$ cat src/rtl/pipeline_ctrl_regs.sv
// ============================================================================
// Module   : pipeline_ctrl_regs
// Brief    : Pipelined MIPS control: ID decode, ID/EX-EX/MEM-MEM/WB control
//            registers, load-use stall and branch/jump flush generation.
// Revision : 1.0
// ============================================================================
`default_nettype none

module pipeline_ctrl_regs #(
   parameter int OPW     = 6,
   parameter int RAW     = 5,
   parameter int EXT_OPS = 1
) (
   input  logic           clk,
   input  logic           rst,
   input  logic [OPW-1:0] id_opcode,
   input  logic [RAW-1:0] id_rs,
   input  logic [RAW-1:0] id_rt,
   input  logic [RAW-1:0] id_rd,
   input  logic           br_taken,
   output logic           stall,
   output logic           flush_ifid,
   output logic           ex_regdst,
   output logic           ex_alusrc,
   output logic [1:0]     ex_aluop,
   output logic           ex_branch,
   output logic [RAW-1:0] ex_rs,
   output logic [RAW-1:0] ex_rt,
   output logic [RAW-1:0] ex_rd,
   output logic           mem_memread,
   output logic           mem_memwrite,
   output logic [RAW-1:0] mem_dst,
   output logic           wb_regwrite,
   output logic           wb_memtoreg,
   output logic [RAW-1:0] wb_dst,
   output logic           illegal_op
);

   localparam logic [OPW-1:0] c_op_r    = OPW'(6'b000000);
   localparam logic [OPW-1:0] c_op_lw   = OPW'(6'b100011);
   localparam logic [OPW-1:0] c_op_sw   = OPW'(6'b101011);
   localparam logic [OPW-1:0] c_op_beq  = OPW'(6'b000100);
   localparam logic [OPW-1:0] c_op_j    = OPW'(6'b000010);
   localparam logic [OPW-1:0] c_op_addi = OPW'(6'b001000);

   logic       w_regdst, w_alusrc, w_branch, w_memread, w_memwrite;
   logic       w_regwrite, w_memtoreg, w_jump, w_illegal, w_hz;
   logic [1:0] w_aluop;

   logic           r_ex_regdst, r_ex_alusrc, r_ex_branch, r_ex_memread;
   logic           r_ex_memwrite, r_ex_regwrite, r_ex_memtoreg, r_ex_illegal;
   logic [1:0]     r_ex_aluop;
   logic [RAW-1:0] r_ex_rs, r_ex_rt, r_ex_rd;
   logic           r_mem_memread, r_mem_memwrite, r_mem_regwrite, r_mem_memtoreg;
   logic [RAW-1:0] r_mem_dst;
   logic           r_wb_regwrite, r_wb_memtoreg;
   logic [RAW-1:0] r_wb_dst;

   always_comb begin
      w_regdst   = 1'b0;
      w_alusrc   = 1'b0;
      w_branch   = 1'b0;
      w_memread  = 1'b0;
      w_memwrite = 1'b0;
      w_regwrite = 1'b0;
      w_memtoreg = 1'b0;
      w_jump     = 1'b0;
      w_illegal  = 1'b0;
      w_aluop    = 2'b00;
      case (id_opcode)
         c_op_r: begin
            w_regdst   = 1'b1;
            w_regwrite = 1'b1;
            w_aluop    = 2'b10;
         end
         c_op_lw: begin
            w_alusrc   = 1'b1;
            w_memtoreg = 1'b1;
            w_regwrite = 1'b1;
            w_memread  = 1'b1;
         end
         c_op_sw: begin
            w_alusrc   = 1'b1;
            w_memwrite = 1'b1;
         end
         c_op_beq: begin
            w_branch = 1'b1;
            w_aluop  = 2'b01;
         end
         c_op_j: w_jump = 1'b1;
         c_op_addi: begin
            if (EXT_OPS != 0) begin
               w_alusrc   = 1'b1;
               w_regwrite = 1'b1;
            end else begin
               w_illegal = 1'b1;
            end
         end
         default: w_illegal = 1'b1;
      endcase
   end

   // Register 0 is hardwired, so a load targeting it can never create a hazard.
   assign w_hz       = r_ex_memread && (r_ex_rt != '0) &&
                       ((r_ex_rt == id_rs) || (r_ex_rt == id_rt));
   assign stall      = w_hz & ~br_taken;
   assign flush_ifid = br_taken | (w_jump & ~stall);

   always_ff @(posedge clk or posedge rst) begin
      if (rst) begin
         r_ex_regdst   <= 1'b0;
         r_ex_alusrc   <= 1'b0;
         r_ex_aluop    <= 2'b00;
         r_ex_branch   <= 1'b0;
         r_ex_memread  <= 1'b0;
         r_ex_memwrite <= 1'b0;
         r_ex_regwrite <= 1'b0;
         r_ex_memtoreg <= 1'b0;
         r_ex_illegal  <= 1'b0;
         r_ex_rs       <= '0;
         r_ex_rt       <= '0;
         r_ex_rd       <= '0;
      end else if (br_taken || w_hz) begin
         r_ex_regdst   <= 1'b0;
         r_ex_alusrc   <= 1'b0;
         r_ex_aluop    <= 2'b00;
         r_ex_branch   <= 1'b0;
         r_ex_memread  <= 1'b0;
         r_ex_memwrite <= 1'b0;
         r_ex_regwrite <= 1'b0;
         r_ex_memtoreg <= 1'b0;
         r_ex_illegal  <= 1'b0;
         r_ex_rs       <= '0;
         r_ex_rt       <= '0;
         r_ex_rd       <= '0;
      end else begin
         // Jumps and illegal opcodes become bubbles but still carry specifiers.
         r_ex_regdst   <= w_regdst;
         r_ex_alusrc   <= w_alusrc;
         r_ex_aluop    <= w_aluop;
         r_ex_branch   <= w_branch;
         r_ex_memread  <= w_memread;
         r_ex_memwrite <= w_memwrite;
         r_ex_regwrite <= w_regwrite;
         r_ex_memtoreg <= w_memtoreg;
         r_ex_illegal  <= w_illegal;
         r_ex_rs       <= id_rs;
         r_ex_rt       <= id_rt;
         r_ex_rd       <= id_rd;
      end
   end

   always_ff @(posedge clk or posedge rst) begin
      if (rst) begin
         r_mem_memread  <= 1'b0;
         r_mem_memwrite <= 1'b0;
         r_mem_regwrite <= 1'b0;
         r_mem_memtoreg <= 1'b0;
         r_mem_dst      <= '0;
         r_wb_regwrite  <= 1'b0;
         r_wb_memtoreg  <= 1'b0;
         r_wb_dst       <= '0;
      end else begin
         r_mem_memread  <= r_ex_memread;
         r_mem_memwrite <= r_ex_memwrite;
         r_mem_regwrite <= r_ex_regwrite;
         r_mem_memtoreg <= r_ex_memtoreg;
         r_mem_dst      <= r_ex_regdst ? r_ex_rd : r_ex_rt;
         r_wb_regwrite  <= r_mem_regwrite;
         r_wb_memtoreg  <= r_mem_memtoreg;
         r_wb_dst       <= r_mem_dst;
      end
   end

   assign ex_regdst    = r_ex_regdst;
   assign ex_alusrc    = r_ex_alusrc;
   assign ex_aluop     = r_ex_aluop;
   assign ex_branch    = r_ex_branch;
   assign ex_rs        = r_ex_rs;
   assign ex_rt        = r_ex_rt;
   assign ex_rd        = r_ex_rd;
   assign illegal_op   = r_ex_illegal;
   assign mem_memread  = r_mem_memread;
   assign mem_memwrite = r_mem_memwrite;
   assign mem_dst      = r_mem_dst;
   assign wb_regwrite  = r_wb_regwrite;
   assign wb_memtoreg  = r_wb_memtoreg;
   assign wb_dst       = r_wb_dst;

endmodule

`default_nettype wire
$ cat config.mk
export PLATFORM = sky130hd
export DESIGN_NAME = pipeline_ctrl_regs
export DESIGN_NICKNAME = d
export VERILOG_FILES = /design/src/rtl/pipeline_ctrl_regs.sv
export SDC_FILE = /design/constraint.sdc
export NUM_CORES = 1
export LEC_CHECK = 0
export ABC_AREA = 1
export BUFFER_PORTS_ARGS = -buffer_cell sky130_fd_sc_hd__buf_2
export CAP_MARGIN = 5
export CORE_MARGIN = 2
export CORE_UTILIZATION = 39
export DETAILED_ROUTE_END_ITERATION = 10
export HOLD_SLACK_MARGIN = 0.08
export PLACE_DENSITY = 0.67
export SLEW_MARGIN = 20
export SYNTH_ARGS = -nofsm -noshare
export SYNTH_HDL_FRONTEND = slang
export SYNTH_SLANG_ARGS = --single-unit
export TNS_END_PERCENT = 1
$ cat constraint.sdc
create_clock -name clk -period 1.4 [get_ports clk]
set_clock_uncertainty 0.1 [all_clocks]
set_input_delay 0.07 -clock clk [delete_from_list [all_inputs] [get_ports clk]]
set_output_delay 0.07 -clock clk [all_outputs]
set_load 0.02 [all_outputs]
Yosys cells after proc, flatten, opt, wreduce, memory -nomap -nowiden
Cells that the tools add are included.
{"block": "totals", "input_bits": 24, "elab_cells": 60, "out_inout_bits": 37, "ff_bits": 39}
{"block": "classes", "n_eq_ne": 7, "mux": 21, "n_reduce_logical": 9, "bitwise": 5}
{"operator": "$mux 5", "count": 4}
{"operator": "$mux 1", "count": 15}
{"operator": "$eq 6x6->1 const B", "count": 2}
{"operator": "$eq 5x5->1", "count": 2}
{"operator": "$eq 6x2->1 const B", "count": 1}
{"operator": "$eq 6x3->1 const B", "count": 1}
{"operator": "$eq 6x4->1 const B", "count": 1}
{"operator": "$logic_not 6->1", "count": 1}
{"operator": "$reduce_or 3->1", "count": 2}
{"operator": "$reduce_or 6->1", "count": 1}
{"operator": "$reduce_bool 5->1", "count": 1}
{"operator": "$pmux 2 s2", "count": 1}
{"operator": "$and 1x1->1", "count": 2}
{"operator": "$logic_and 1x1->1", "count": 2}
{"operator": "$logic_or 1x1->1", "count": 2}
{"operator": "$mux 2", "count": 1}
{"operator": "$not 1->1", "count": 2}
{"operator": "$or 1x1->1", "count": 1}

Logic depth before layout (Yosys ltp)
Gate-level depths: netlist of run 1.
{"block": "depth", "ltp_word": 7, "mapped_depth": 10, "ltp_nobuf": 9}

Worst setup path before layout of run 1
Ideal clock, no wire load.
{"block": "synth_path", "kind": "reg-to-reg", "startpoint": "register r_ex_rt[4] (netlist: ex_rt[4])", "endpoint": "register r_ex_memwrite", "stages_incl_launch_ff": 11, "n_path_buf": 1, "setup_ns": 0.117, "arrival_ns": 1.215, "period_less_slack_ns": 1.432, "setup_slack_ns": -0.032, "cell_sequence": "dfrtp_1 -> inv_1 -> nand2_1 -> nand2_1 -> nor2_1 -> nand3_1 -> nand2_1 -> nand2_2 -> nand2_4 -> buf_12 -> nor2_1"}
{"block": "synth_via", "elab_chain_cells": 5, "elab_cells_between_ends": 8, "cone_classes": "eq/ne (2); mux (1); reduce/logical (5)"}
{"item": "start, declared", "line": "53", "rtl": "logic [RAW-1:0] r_ex_rs, r_ex_rt, r_ex_rd;"}
{"item": "start signal, assigned", "line": "148", "rtl": "r_ex_rt <= id_rt;"}
{"item": "$eq 5x5->1 / $reduce_bool 5->1 (equally long branches)", "line": "105, 104"}
{"item": "$logic_or 1x1->1 / $logic_and 1x1->1 (equally long branches)", "line": "105, 104"}
{"item": "$logic_and 1x1->1 *", "line": "104", "rtl": "assign w_hz = r_ex_memread && (r_ex_rt != '0) &&"}
{"item": "$logic_or 1x1->1 *", "line": "123", "rtl": "end else if (br_taken || w_hz) begin"}
{"item": "$mux 1 *", "line": "123"}
{"item": "end signal, assigned", "line": "143", "rtl": "r_ex_memwrite <= w_memwrite;"}
{"item": "end, declared", "line": "51", "rtl": "logic r_ex_memwrite, r_ex_regwrite, r_ex_memtoreg, r_ex_illegal;"}
Every way passes the cells marked *; elsewhere a longest branch is shown, timed or not.

Worst setup path in the final report of run 1
{"block": "layout_path", "startpoint": "register r_ex_rt[2] (netlist: ex_rt[2])", "endpoint": "output flush_ifid"}
{"block": "layout_via", "elab_chain_cells": 7, "elab_cells_between_ends": 10, "cone_classes": "eq/ne (2); bitwise (4); reduce/logical (4)"}
{"item": "$eq 5x5->1 / $reduce_bool 5->1 (equally long branches)", "line": "105, 104"}
{"item": "$logic_or 1x1->1 / $logic_and 1x1->1 (equally long branches)", "line": "105, 104"}
{"item": "$logic_and 1x1->1 *", "line": "104"}
{"item": "$and 1x1->1 *", "line": "106", "rtl": "assign stall = w_hz & ~br_taken;"}
{"item": "$not 1->1 *", "line": "107", "rtl": "assign flush_ifid = br_taken | (w_jump & ~stall);"}
{"item": "$and 1x1->1 *", "line": "107"}
{"item": "$or 1x1->1 *", "line": "107"}
{"item": "end, declared", "line": "22", "rtl": "output logic flush_ifid,"}
Marks and branches as above.

==> results of run 1 <==
-- worst max-delay path, delay by kind of cell (launching register included) --
family          cells  cell delay, ns
buf+inv             3            0.26
simple gates        4            0.38
compound gates      1            0.15
flops               1            0.43
-- logic make-up (layout without fill, tap and decap cells) --
logic type | count (synthesis) | count (layout) | share of synthesized area
AOI/OAI and AO/OA | 6 | 6 | 0.01975
DFF | 38 | 38 | 0.6255
buffers and inverters | 35 | 130 | 0.1045
xor gates and xnor gates | 2 | 2 | 0.01152
and+or+nand+nor | 84 | 84 | 0.2387
-- sequential cells by signal, indices dropped and copies added, names as in the netlist --
register        cells
r_mem_regwrite      1
ex_rs               5
mem_memwrite        1
wb_memtoreg         1
r_ex_regwrite       1
ex_regdst           1
r_mem_memtoreg      1
ex_alusrc           1
ex_rd               5
ex_aluop            2
illegal_op          1
r_ex_memtoreg       1
wb_regwrite         1
wb_dst              5
ex_rt               5
r_ex_memwrite       1
mem_dst             5
-- worst min-delay path by stage --
| stage | endpoint | slack [ns] | cells after the start |
|---|---|---|---|
| 2_1_floorplan | ex_rt[0] | 0.07 | 2 |
| 3_3_place_gp | wb_dst[4] | 0.10 | 3 |
| 3_5_place_dp | wb_dst[4] | 0.10 | 3 |
| 4_1_cts | ex_aluop[0] | 0.02 | 4 |
| 5_1_grt | ex_aluop[0] | 0.07 | 4 |
| 6_report | ex_aluop[0] | 0.02 | 4 |
-- through the flow --
step                      area, µm²  utilization  setup slack (ns)  cells  hold WS, ns
after floorplan                1526            -           0.03521    165      0.07257
after global placement         1897       0.5104          -0.08579    276       0.1005
after detailed placement       1897       0.5104           -0.1169    276       0.1011
after CTS                      2230       0.6000           -0.2658    306      0.02420
after global routing           2260       0.6081           -0.3743    308      0.06961
final                          2260       0.6081           -0.2822    308      0.02443
-- cell usage after synthesis, drive strengths merged --
cell	n	area, µm²
buf	3	38.79
nand4	2	12.51
o21ai	6	30.03
clkbuf	1	3.750
nand3	6	30.03
inv	31	116.4
dfrtp	38	950.9
nor2	38	162.7
and3	1	6.260
xnor2	2	17.52
nand2	36	145.1
or2	1	6.260
-- layout make-up --
cell class | instances | share of cell area
clock buffers | 7 | 0.03378
clock inverters | 1 | 0.01329
inverters | 31 | 0.05260
multi-input cells | 92 | 0.1872
flip-flops and latches | 38 | 0.4236
well taps | 48 | 0.02658
repair buffers | 91 | 0.2630
-- where the power goes --
group	switching (mW)	leakage [nW]	total (mW)	internal, mW
registers	0.0237	0.495	1.16	1.14
logic	0.191	0.768	0.340	0.149
clock network	0.363	0.0524	0.896	0.533
-- per-layer routing --
layer | part of all wire | vias up | wire length, µm
li1 | - | 669 | -
met3 | 0.069 | 6 | 233
met5 | 0 | - | 0
met1 | 0.39 | 627 | 1316
met4 | 0.021 | 0 | 72
met2 | 0.52 | 42 | 1771
-- repair_timing --
item / in CTS / in global routing
pin swaps: 3 / 8
buffers inserted: 1 / 2
gates resized for setup: 6 / 6
endpoints found under the hold margin: 58 / 1
setup endpoints to repair: 25 / 25
==> flow_metrics.tcl, run 1 <==
set metrics [dict create \
    rrSetupSlack_ns -0.09 \
    dieArea_um2 4414 \
    violations "setup timing" \
    max_stage_delay_ns 0.43 \
    ff_latch_area_um2 957.2 \
    drive_above_1_share 0.3923 \
    syn_nets 189 \
    synth_area_per_cell_um2 9.213 \
    final_common_cell "buf_2" \
    syn2layout_area_growth_pct 48.64 \
    drv_slew 0 \
    remaining_drc_errors 0 \
    maxCapViolations 0 \
    syn-cell-area_um2 1520 \
    wl_per_cell_um 11.02 \
    rr_worst_depth 7 \
    post-route-min-period_ns 1.682 \
    clock-root-buffer "clkbuf_8" \
    cts_tree "done" \
    busiest_layer "met2" \
    grt-ovfl-total 0 \
    rr_endpoint "ex_regdst" \
    hold_path.class "input port to register" \
    cts_buffers 5 \
    worst_slew_pin_slew_ns 0.4563 \
    vias_per_cell 4.364 \
    rows 22 \
    diodes 0 \
    synthCells 165 \
    die_y_um 66.44 \
    crit_fanout 4 \
    holdBufCountCts 21 \
    p_total_mw 2.401 \
    startpoint_type "register" \
    dp_hpwl_um 2287 \
    slowest_stage "dfrtp_2" \
    min_period_over_period 1.202 \
    irDropWorstVdd_v 0.0005931 \
    ys_warn_count 0 \
    grt_util_met3 0.05281 \
    grt_pass1_vias 1256 \
    final_cell_mix "buf_2 (58), dfrtp_1 (33), nand2_1 (31)" \
    worstHoldStart "id_opcode[5]" \
    coreArea_um2 3716 \
    dr.first_iter.drc_count 74 \
    cp.required_ns 1.23 \
    drt_first_pass_iters 4 \
    initial_core_util 0.4091 \
    cp-startpoint "ex_rt[2]" \
    setup_viol 25 \
    worstPathCellList "inv_2 -> nand4_1 -> o21ai_1 -> inv_1 -> nand2_2 -> nand2_2 -> nand2_2 -> buf_6" \
    fin_setup_tns_ns -2.120 \
    setup_slack_ns -0.2822 \
    clock_path_buffers 2 \
    drt_wl_total_um 3394 \
    gp_congestion 0.8133 \
    grtUsageTotal 0.1666 \
    crit_type "register to output port" \
    grt_use_met1 0.1781 \
    final_antenna_net_count 0 \
    ys_seq_elements 38 \
    vias 1344 \
    hold_viol 0 \
    rsz0062_at_grt "yes" \
    p_per_area_nw_per_um2 1062 \
    yosysSeqAreaShare 0.6255 \
    max_freq_ghz 0.5944 \
    r2r-start "ex_rt[2]" \
    clock_latency_ns 0.29 \
    relSlewSlack 0.6958 \
    grt_use_met2 0.2888 \
    end_kind "output port" \
    power_leakage_nw 1.315 \
    io_pins 61 \
    status "finished, violations left" \
    antenna_found_initial 0 \
    grt_first_pass_wirelength_um 5313 \
    endpoint "flush_ifid" \
    multiInputGateArea_um2 422.9 \
    clock_sinks 38 \
    dieWidth_um 66.44 \
    cp_common_cell "nand2_2" \
    yosysUniqueCellTypes 18 \
    htree_levels 2 \
    grt_max_degree 39 \
    fillers 336 \
    port-buffer-count 60 \
    worstPathArrival_ns 1.51 \
    num-nets-final 283 \
    clk_pin_slew_worst_paths_ns 0.07 \
]
(Power assumes the default switching activity.)
==> inputs of run 2 (changes only) <==
TNS_END_PERCENT = 10   (was 1)
clock period = 2.05 ns   (was 1.4 ns; I/O delays follow)
==> flow_metrics.tcl, run 2 (synthesis gave the netlist of run 1 again) <==
set metrics [dict create \
    final_antenna_net_count 0 \
    worstPathArrival_ns 1.54 \
    dp_slack_ns 0.5509 \
    rows 22 \
    min_period_over_period 0.8504 \
    cts_tree "done" \
    relSlewSlack 0.6920 \
    irDropWorstVdd_v 0.0003430 \
    switchingPower_mw 0.3831 \
    clk_pin_slew_worst_paths_ns 0.07 \
    clock_sinks 38 \
    min_delay_path_depth 5 \
    final_common_cell "buf_2" \
    dieArea_um2 4414 \
    drive_above_1_share 0.3267 \
    dpl-instance-area_um2 1846 \
    maxCapViolations 0 \
    diodes 0 \
    p_clk_frac 0.387 \
    grt_pass1_vias 1230 \
    instances_no_fill 299 \
    post-route-min-period_ns 1.743 \
    coreArea_um2 3716 \
    initial_core_util 0.4091 \
    antenna_found_initial 0 \
    worst_slew_pin_slew_ns 0.4621 \
    clock_path_buffers 2 \
    cts_setup_buffers 0 \
    intPower_mw 1.254 \
    drt_wl_total_um 3213 \
    vias 1295 \
    grtUsageTotal 0.1617 \
    dieWidth_um 66.44 \
    rr_worst_depth 9 \
    clock_latency_ns 0.29 \
    drv_slew 0 \
    max_freq_ghz 0.5736 \
    status "complete, no violations" \
    crit_type "register to output port" \
    dp.cells 270 \
    port-buffer-count 60 \
    io_pins 61 \
    hold_path.class "input port to register" \
    setup_slack_ns 0.3068 \
    crit_fanout 4 \
    final_cell_area_um2 2178 \
    hold_viol 0 \
    vias_per_cell 4.331 \
    grt-ovfl-total 0 \
    gp_congestion 0.8339 \
    rsz0062_at_grt "no" \
    cp.required_ns 1.85 \
    htree_levels 2 \
    die_y_um 66.44 \
    p_per_area_nw_per_um2 751.7 \
    power_frac_seq 0.485 \
    power_leakage_nw 1.280 \
    num-nets-final 275 \
    final_cell_mix "buf_2 (60), dfrtp_1 (38), nand2_1 (34)" \
    dr.first_iter.drc_count 61 \
    grt_max_degree 39 \
    combPwrFrac 0.128 \
    remaining_drc_errors 0 \
    cts_buffers 5 \
    dp_hpwl_um 2242 \
    drt_first_pass_iters 4 \
    grt_first_pass_wirelength_um 5250 \
    sw_frac_of_total 0.2340 \
    startpoint_type "register" \
    clock-root-buffer "clkbuf_8" \
    fin_setup_tns_ns 0 \
    syn2layout_area_growth_pct 43.29 \
    wl_per_cell_um 10.75 \
    setup_viol 0 \
    end_kind "output port" \
]
[run 2: cell types whose count changed in the layout (fill, tap and decap cells not counted), sizes merged]
| cell | change |
|---|---|
| buf | -9 |
| clkbuf | -1 |
| dlygate4sd3 | +1 |
[run 2: power by group through the flow]
stage	Combinational (mW)	Clock, mW	Sequential, mW
finish	0.210	0.633	0.794
global route	0.234	0.692	0.797
CTS	0.213	0.649	0.794
detailed placement	0.184	0	0.808
global placement	0.183	0	0.808
floorplan	0.0796	0	0.844
[run 2: cell type report]
cell class | count | area (µm²)
Clock inverter | 1 | 30.03
Timing Repair Buffer | 83 | 528.0
Tap cell | 48 | 60.06
Inverter | 31 | 116.4
Fill cell | 330 | 1538
Multi-Input combinational cell | 92 | 410.4
Clock buffer | 6 | 82.58
Sequential cell | 38 | 950.9
[run 2: routing by layer]
| metal | up-vias | wire, µm | GRT usage |
|---|---|---|---|
| met3 | 7 | 269 | 0.05792 |
| met5 | - | 0 | 0 |
| met1 | 578 | 1318 | 0.1851 |
| li1 | 655 | - | - |
| met4 | 0 | 82 | 0.07653 |
| met2 | 55 | 1542 | 0.2675 |
[run 2: worst max-delay path, cell delays in order, from the launching register on]
cell and delay, ns:
dfrtp_1 0.41, inv_1 0.14, nand4_1 0.10, o21ai_0 0.17
inv_1 0.07, nand2_2 0.11, nand2_1 0.06, nand2_1 0.05
buf_2 0.16
[run 2: metrics by stage]
step                      hold slack [ns]  utilization  power [mW]
after detailed placement           0.1396       0.4966      0.9928
after floorplan                    0.1087            -      0.9232
after global routing               0.1261       0.5862       1.724
after CTS                         0.09709       0.5862       1.657
after global placement             0.1323       0.4966      0.9909
final                              0.1030       0.5862       1.637
[run 2: worst paths after layout]
| check | from | to | slack (ns) |
|---|---|---|---|
| setup / recovery | ex_rt[1] | flush_ifid | 0.31 |
| hold / removal | id_opcode[0] | r_ex_memwrite | 0.10 |
| max in group asynchronous | rst | wb_dst[0] | 1.17 |
| setup reg to reg | ex_rt[4] | ex_regdst | 0.55 |
| hold reg to reg | r_ex_regwrite | r_mem_regwrite | 0.25 |
| min in group asynchronous | rst | wb_dst[4] | 0.36 |
[run 2: what timing repair did]
action                                 4_1_cts  5_1_grt
gates resized for setup                      0        0
endpoints found under the hold margin       56        0
hold buffers                                22        0
